$ cat src/rtl/usb_tx_encoder.sv
// rtl/usb_tx_encoder.sv - USB NRZI transmit encoder: SYNC, bit stuffing, byte holding register and EOP
module usb_tx_encoder #(
   parameter int BIT_CLKS = 8
) (
   input  logic       clk,
   input  logic       n_rst,
   input  logic       tx_valid,
   input  logic [7:0] tx_data,
   input  logic       tx_last,
   output logic       tx_ready,
   output logic       d_plus,
   output logic       d_minus,
   output logic       tx_busy,
   output logic       tx_done,
   output logic       tx_error
);
   localparam int TW = $clog2(BIT_CLKS);
   localparam logic [TW-1:0] TIMER_MAX = TW'(BIT_CLKS - 1);

   typedef enum logic [2:0] {IDLE, SYNC, DATA, EOP_SE0, EOP_J} state_t;
   state_t state, state_next;

   logic [TW-1:0] timer;
   logic [3:0]    left;
   logic [7:0]    shift;
   logic          cur_last;
   logic [7:0]    hold_data;
   logic          hold_last;
   logic          hold_full;
   logic [2:0]    ones;

   logic          wrap, boundary, stuff_now, go_eop, load, send;
   logic          transfer, start;
   logic [7:0]    sh_src;
   logic [3:0]    left_src;

   // left counts bits still owed in the current phase; a boundary is a wrap with nothing left
   always_comb begin
      wrap      = (state != IDLE) && (timer == TIMER_MAX);
      boundary  = wrap && (left == 4'd0) && (state == SYNC || state == DATA);
      stuff_now = (ones == 3'd6);
      go_eop    = boundary && (state == DATA) && (cur_last ? !stuff_now : !hold_full);
      load      = boundary && !cur_last && hold_full;
      send      = (boundary && !go_eop) || (state == DATA && wrap && left != 4'd0);
      sh_src    = load ? hold_data : shift;
      left_src  = load ? 4'd8 : left;
   end

   assign transfer = tx_valid && tx_ready;
   assign start    = (state == IDLE) && (transfer || hold_full);

   always_ff @(posedge clk or negedge n_rst) begin
      if (!n_rst) state <= IDLE;
      else        state <= state_next;
   end

   always_comb begin
      state_next = state;
      case (state)
         IDLE:    if (start) state_next = SYNC;
         SYNC:    if (boundary) state_next = DATA;
         DATA:    if (go_eop) state_next = EOP_SE0;
         EOP_SE0: if (wrap && left == 4'd0) state_next = EOP_J;
         EOP_J:   if (wrap) state_next = IDLE;
         default: state_next = IDLE;
      endcase
   end

   always_comb begin
      tx_busy  = (state != IDLE);
      tx_ready = (!hold_full || load) && (state != EOP_SE0) && (state != EOP_J);
      tx_done  = (state == EOP_J) && wrap;
      tx_error = go_eop && !cur_last;
   end

   always_ff @(posedge clk or negedge n_rst) begin
      if (!n_rst) begin
         timer     <= '0;
         left      <= 4'd0;
         shift     <= 8'd0;
         cur_last  <= 1'b0;
         hold_data <= 8'd0;
         hold_last <= 1'b0;
         hold_full <= 1'b0;
         ones      <= 3'd0;
         d_plus    <= 1'b1;
         d_minus   <= 1'b0;
      end else begin
         if (state == IDLE || wrap) timer <= '0;
         else                       timer <= timer + TW'(1);

         if (transfer) begin
            hold_data <= tx_data;
            hold_last <= tx_last;
            hold_full <= 1'b1;
         end else if (load) begin
            hold_full <= 1'b0;
         end

         // first SYNC bit is a 0, so the line leaves J for K immediately
         if (start) begin
            d_plus   <= 1'b0;
            d_minus  <= 1'b1;
            left     <= 4'd7;
            ones     <= 3'd0;
            cur_last <= 1'b0;
         end else if (state == SYNC && wrap && left != 4'd0) begin
            left <= left - 4'd1;
            if (left == 4'd1) begin
               ones <= 3'd1;
            end else begin
               d_plus  <= ~d_plus;
               d_minus <= ~d_minus;
            end
         end else if (send) begin
            if (load) cur_last <= hold_last;
            if (stuff_now) begin
               d_plus  <= ~d_plus;
               d_minus <= ~d_minus;
               ones    <= 3'd0;
               shift   <= sh_src;
               left    <= left_src;
            end else begin
               shift <= sh_src >> 1;
               left  <= left_src - 4'd1;
               if (sh_src[0]) begin
                  ones <= ones + 3'd1;
               end else begin
                  d_plus  <= ~d_plus;
                  d_minus <= ~d_minus;
                  ones    <= 3'd0;
               end
            end
         end else if (go_eop) begin
            d_plus  <= 1'b0;
            d_minus <= 1'b0;
            left    <= 4'd1;
         end else if (state == EOP_SE0 && wrap) begin
            if (left != 4'd0) begin
               left <= left - 4'd1;
            end else begin
               d_plus  <= 1'b1;
               d_minus <= 1'b0;
            end
         end
      end
   end
endmodule

$ cat config.mk
export PLATFORM = sky130hd
export DESIGN_NAME = usb_tx_encoder
export DESIGN_NICKNAME = d
export VERILOG_FILES = /design/src/rtl/usb_tx_encoder.sv
export SDC_FILE = /design/constraint.sdc
export NUM_CORES = 1
export LEC_CHECK = 0
export BUFFER_PORTS_ARGS = -buffer_cell sky130_fd_sc_hd__buf_2
export CAP_MARGIN = 30
export CORE_UTILIZATION = 27
export CTS_BUF_LIST = sky130_fd_sc_hd__clkbuf_16
export DETAILED_ROUTE_END_ITERATION = 10
export SLEW_MARGIN = 15
export SYNTH_ARGS = -nofsm -noshare
export SYNTH_HDL_FRONTEND = slang
export SYNTH_SLANG_ARGS = --single-unit
$ cat constraint.sdc
create_clock -name clk -period 4.6 [get_ports clk]
set_input_delay 0.46 -clock clk [delete_from_list [all_inputs] [get_ports clk]]
set_output_delay 0.46 -clock clk [all_outputs]
set_load 0.02 [all_outputs]
==> reports/qor.yml, run 1 <==
grt_pass1_vias: 1951
synth_ff_type: "dfrtp_1"
leakage_nw: 1.05
clk_latency_ps: 280
r2r_slack_ps: 1510
gp_congestion: 0.851
p_comb_share_pct: 31.5
pre_cts_ws_ps: 1540
grt_overflow_total: 0
first_pass_iters: 4
relSlewSlack_pct: 42.4
r2r_end: "d_minus$_DFFE_PN0P_"
setup.worst_path.end_class: "register"
rows: 33
yosysTopAreaCellShare_pct: 36.0
ff2ff_path_depth: 7
cp_cell_sequence: "inv_1 -> ha_1 -> or3b_4 -> nor4_2 -> mux2_2 -> a21bo_2 -> mux2_2"
cts_tree: "built"
grt_antenna_before_repair: 0
cts.sink_count: 34
syn_to_final_growth_pct: 14.6
wl_per_cell_um: 15.4
cellPowerDensity_nw_per_um2: 495
skew_ps: 4.10
worstPathArrival_ps: 3260
power.switching_mw: 0.465
synth.net_count: 279
peakVddDrop_v: 0.000193
ctsHoldBuffers: 0
drc: 0
hold_viol: 0
yosys_warnings: 0
seq_power_share_pct: 39.3
path_common_cell: "mux2_2"
p_int_mw: 0.834
synth_area_leaders: "dfrtp_1, nand2_1, mux2_2"
wl_met3_um: 198
clkTransAtPathRegs_ps: 60
cts_max_path_buffers: 2
max_stage_delay_ps: 780
period_share_pct: 67.1
worst_pin_slew_ps: 858
yosys-top-cells-count: "nand2_1, dfrtp_1, nor2_1"
finalSetupViolCount: 0
place_hpwl_mm: 4.14
ant_nets: 0
start_kind: "register"
start_util_pct: 27.9
grt_pass1_wl_mm: 9.85
clockRootBuffer: "clkbuf_16"
postCtsSetupBuffers: 0
port_buffers: 17
via_per_inst: 5.25
synth_edf_count: 0
fin_crit_ps: 3090
routed.top_layer: "met4"
cts_resized: 0
synth_largest_area_cell: "dfrtp_1"
num_vias: 1981
hp-class: "in -> async"
ys_async_sr_fraction_pct: 100
crit_slowest_cell: "nor4_2"
crit_family: "simple AND/OR/NAND/NOR gates"
htree_num_levels: 2
wl_met1_mm: 2.74
path_class: "reg -> reg"
critPathRequiredTime_ps: 4770
ys_seq_area_share_pct: 37.2
r2r-start: "left[1]$_DFFE_PN0P_"
max_freq_mhz: 324
dieWidth_um: 94.2
n_antenna_cell: 0
io_pins: 18
synthDistinctLibCells: 59
fin_ws_ps: 1510
track_usage_pct: 14.3
yosysMostFrequentCell: "nand2_1"
path_buf_inv: 1
die_area_um2: 8870
rsz0062_at_grt: "false"
layout-drive-gt1-share_pct: 18.0
clockPowerShare_pct: 29.2
routed_wl_mm: 5.82
wl_met2_mm: 2.82
switching_share_pct: 35.8
fillers: 855
grt_max_degree: 35
status: "finished clean"
maxSlewViolCount: 0
maxCapViolCount: 0
cp_max_fo: 12
fin_hold_ws_ps: 254
cts_buffers: 5
syn_avg_cell_area_um2: 8.86
die_height_um: 94.2
final_nets: 292
tns_ps: 0
coreArea_um2: 8220
synth_cells: 259
yosys_register_bits: 34
drtIter0Drc: 126
syn_area_um2: 2290
==> per-layer routing <==
metal  track usage [%]  vias up
met5                 0        -
met4              4.87        0
met3              3.07        7
met2              22.7       39
met1              19.2      962
li1                  -      973
==> stage by stage <==
stage | utilization [%] | area (um2) | power [mW] | instances
global placement | 30.0 | 2460 | 0.907 | 369
detailed placement | 30.0 | 2460 | 0.923 | 369
finish | 32.0 | 2630 | 1.30 | 377
CTS | 31.9 | 2620 | 1.30 | 376
floorplan | - | 2290 | 0.805 | 259
global route | 32.0 | 2630 | 1.39 | 377
==> kinds of logic (layout without fill, tap and decap cells) <==
group | Yosys count | count (layout) | synth area share, %
buf+inv | 24 | 37 | 4.42
compound gates | 74 | 74 | 24.7
flops | 34 | 34 | 37.2
mux | 13 | 13 | 6.33
xor+xnor | 4 | 4 | 1.53
simple gates | 102 | 102 | 21.5
fa+ha+maj | 8 | 8 | 4.36
==> cells in the final DEF, fill, tap and decap left out, drive strengths merged, types with 3 or more instances in the layout <==
master	Yosys	routed
buf	5	20
nor3	5	5
o31ai	4	4
nor4	3	3
and3	4	4
clkbuf	9	5
a221oi	3	3
o32ai	3	3
dfrtp	33	33
nor2b	5	5
a211oi	3	3
a311oi	3	3
nand3	7	7
mux2	12	12
a311o	3	3
nand2b	4	4
nand2	36	36
o21ai	17	17
o22ai	3	3
ha	8	8
a21oi	16	16
nor2	26	26
inv	10	10
o211ai	3	3
==> power by group through the flow <==
stage,Combinational (mW),Clock (mW),Sequential [mW]
final,0.410,0.380,0.510
after global routing,0.464,0.399,0.529
after CTS,0.411,0.383,0.510
after detailed placement,0.409,0,0.515
after global placement,0.399,0,0.508
after floorplan,0.333,0,0.472
==> worst max path at each step <==
stage                        startpoint                  end  slack [ps]  depth (start not counted)
floorplan           left[1]$_DFFE_PN0P_             tx_ready        1970                          6
finish              left[1]$_DFFE_PN0P_  d_minus$_DFFE_PN0P_        1510                          7
global route        left[1]$_DFFE_PN0P_  ones[2]$_DFFE_PN0P_        1230                          7
detailed placement  left[1]$_DFFE_PN0P_  d_minus$_DFFE_PN0P_        1540                          7
CTS                 left[1]$_DFFE_PN0P_  d_minus$_DFFE_PN0P_        1520                          7
global placement    left[1]$_DFFE_PN0P_  d_minus$_DFFE_PN0P_        1590                          7
==> layout make-up <==
| type | count | area (um2) | area share, % |
|---|---|---|---|
| Clock inverter | 2 | 33.8 | 1.29 |
| Clock buffer | 5 | 125 | 4.76 |
| Sequential cell | 34 | 852 | 32.4 |
| Inverter | 10 | 37.5 | 1.43 |
| Timing Repair Buffer | 20 | 108 | 4.10 |
| Multi-Input combinational cell | 201 | 1340 | 51.0 |
| Tap cell | 105 | 131 | 5.00 |
==> registers in the layout (all words and copies together) (netlist names) <==
signal	flops
cur_last	1
d_minus	1
d_plus	1
hold_data	8
hold_full	1
hold_last	1
left	4
ones	3
shift	8
state	3
timer	3
Note: power is estimated with default switching activity, not from simulation.
==> inputs of run 2 (changes only) <==
==> constraint.sdc (replaced) <==
create_clock -name clk -period 3.1 [get_ports clk]
set_input_delay 0.31 -clock clk [delete_from_list [all_inputs] [get_ports clk]]
set_output_delay 0.31 -clock clk [all_outputs]
set_load 0.02 [all_outputs]
==> run 2 against run 1 <==
  * Clock power up 28%
  * Combinational power up 54%
  * Worst setup slack worse by 1300 ps
  * Global-route usage down 0.38 points
  * Critical path depth unchanged
  * Flip-flop and latch count unchanged
  * Sequential share of layout area down 0.43 points
  * Critical endpoint is now ones[2]$_DFFE_PN0P_
==> reports/qor.yml, run 2 (synthesized netlist as in run 1, its figures left out) <==
start_util_pct: 27.9
num_vias: 2037
seq_power_share_pct: 40.0
via_per_inst: 5.29
period_share_pct: 91.7
clockRootBuffer: "clkbuf_16"
clkTransAtPathRegs_ps: 60
mostFrequentLayoutCell: "nand2_1"
reg.largest.list: "hold_data x8, shift x8, left x4"
hold_viol: 0
cts_buffers: 5
rsz0062_at_grt: "false"
gr-usage-met2_pct: 22.2
leakage_nw: 1.08
wl_per_cell_um: 14.8
ff2ff_path_depth: 7
fin_crit_ps: 2840
final_cell_mix: "nand2_1, dfrtp_1, nor2_1"
setup.worst_path.end_class: "register"
maxSlewViolCount: 0
routed_wl_mm: 5.71
tns_ps: 0
cts_resized: 0
gp_congestion: 0.831
layout-drive-gt1-share_pct: 20.4
p_int_mw: 1.17
clockPowerShare_pct: 26.1
ant_nets: 0
drc: 0
cts_tree: "built"
port_buffers: 17
cp_cell_sequence: "inv_1 -> ha_1 -> or3b_4 -> nor4_2 -> mux2_2 -> a2111oi_0 -> a311o_1"
p_comb_share_pct: 33.9
cts_max_path_buffers: 2
worst_pin_slew_ps: 787
peakVddDrop_v: 0.000466
cts.sink_count: 34
grt_pass1_wl_mm: 9.62
start_kind: "register"
dpl_cell_area_um2: 2520
busiest_layer: "met2"
htree_num_levels: 2
fillers: 846
grt_overflow_total: 0
grt_max_degree: 35
crit_slowest_cell: "nor4_2"
critPathRequiredTime_ps: 3310
max_stage_delay_ps: 520
post-route-cell-area_um2: 2660
n_antenna_cell: 0
skew_ps: 4.10
power.switching_mw: 0.686
die_height_um: 94.2
die_area_um2: 8870
rows: 33
hp-class: "in -> async"
path_class: "reg -> reg"
cp_max_fo: 12
finalSetupViolCount: 0
drtIter0Drc: 145
first_pass_iters: 4
use_met3_pct: 3.07
status: "finished clean"
r2r_slack_ps: 260
max_freq_mhz: 352
maxCapViolCount: 0
postCtsSetupBuffers: 0
dieWidth_um: 94.2
track_usage_pct: 14.0
grt_pass1_vias: 2005
grt_antenna_before_repair: 0
use_met1_pct: 18.9
ctsHoldBuffers: 0
syn_to_final_growth_pct: 16.1
switching_share_pct: 36.9
p_total_mw: 1.86
coreArea_um2: 8220
r2r_end: "ones[2]$_DFFE_PN0P_"
relSlewSlack_pct: 47.5
clk_latency_ps: 280
worstPathArrival_ps: 3060
r2r-start: "left[1]$_DFFE_PN0P_"
cellPowerDensity_nw_per_um2: 699
final_nets: 299
place_hpwl_mm: 4.24
io_pins: 18
==> run 2: cell types whose count changed in the layout (fill, tap and decap cells not counted) <==
cell        change
bufinv_16       -1
buf_4           +7
clkinv_2        +1
clkinvlp_4      +1
==> run 2: critical path, delay by kind of cell (launching register included) <==
kind | cells | cell delay [ps]
muxes | 1 | 450
and+or+nand+nor | 2 | 1010
DFF | 1 | 430
AOI/OAI and AO/OA | 2 | 530
adders and majority gates | 1 | 220
buffers and inverters | 1 | 130
==> run 2: metrics by stage <==
stage	utilization [%]	hold slack, ps	worst slack [ps]	std cells
global placement	30.7	426	392	377
floorplan	-	14.4	610	259
finish	32.4	94.3	258	385
detailed placement	30.7	443	315	377
CTS	32.4	156	314	385
global route	32.4	202	80.3	385
==> run 2: power groups by stage <==
stage / clock [mW] / combinational, mW / sequential [mW]
3_3_place_gp: 0 / 0.620 / 0.741
2_1_floorplan: 0 / 0.494 / 0.701
5_1_grt: 0.517 / 0.713 / 0.775
4_1_cts: 0.500 / 0.633 / 0.743
3_5_place_dp: 0 / 0.632 / 0.748
6_report: 0.486 / 0.631 / 0.744
==> run 2: worst max path at each step <==
stage / startpoint / to / slack, ps / cells past startpoint
after floorplan: timer[0]$_DFF_PN0_ / left[2]$_DFFE_PN0P_ / 610 / 10
after global placement: left[1]$_DFFE_PN0P_ / d_minus$_DFFE_PN0P_ / 390 / 7
after detailed placement: left[1]$_DFFE_PN0P_ / left[2]$_DFFE_PN0P_ / 320 / 10
after CTS: left[1]$_DFFE_PN0P_ / ones[2]$_DFFE_PN0P_ / 310 / 7
after global routing: left[1]$_DFFE_PN0P_ / ones[2]$_DFFE_PN0P_ / 80 / 7
final: left[1]$_DFFE_PN0P_ / ones[2]$_DFFE_PN0P_ / 260 / 7
==> run 2: routing by layer <==
metal	vias up	part of all wire [%]
met5	-	0
met4	0	1.2
met3	7	4.3
met2	47	47
met1	996	48
li1	987	-
==> run 2: cell type report <==
type	instances	area, um2	area share, %
multi-input cells	201	1340	50.3
inverters	10	37.5	1.41
well taps	105	131	4.93
flip-flops and latches	34	852	32.0
repair buffers	27	160	6.02
clock buffers	5	125	4.70
clock inverters	3	16.3	0.611
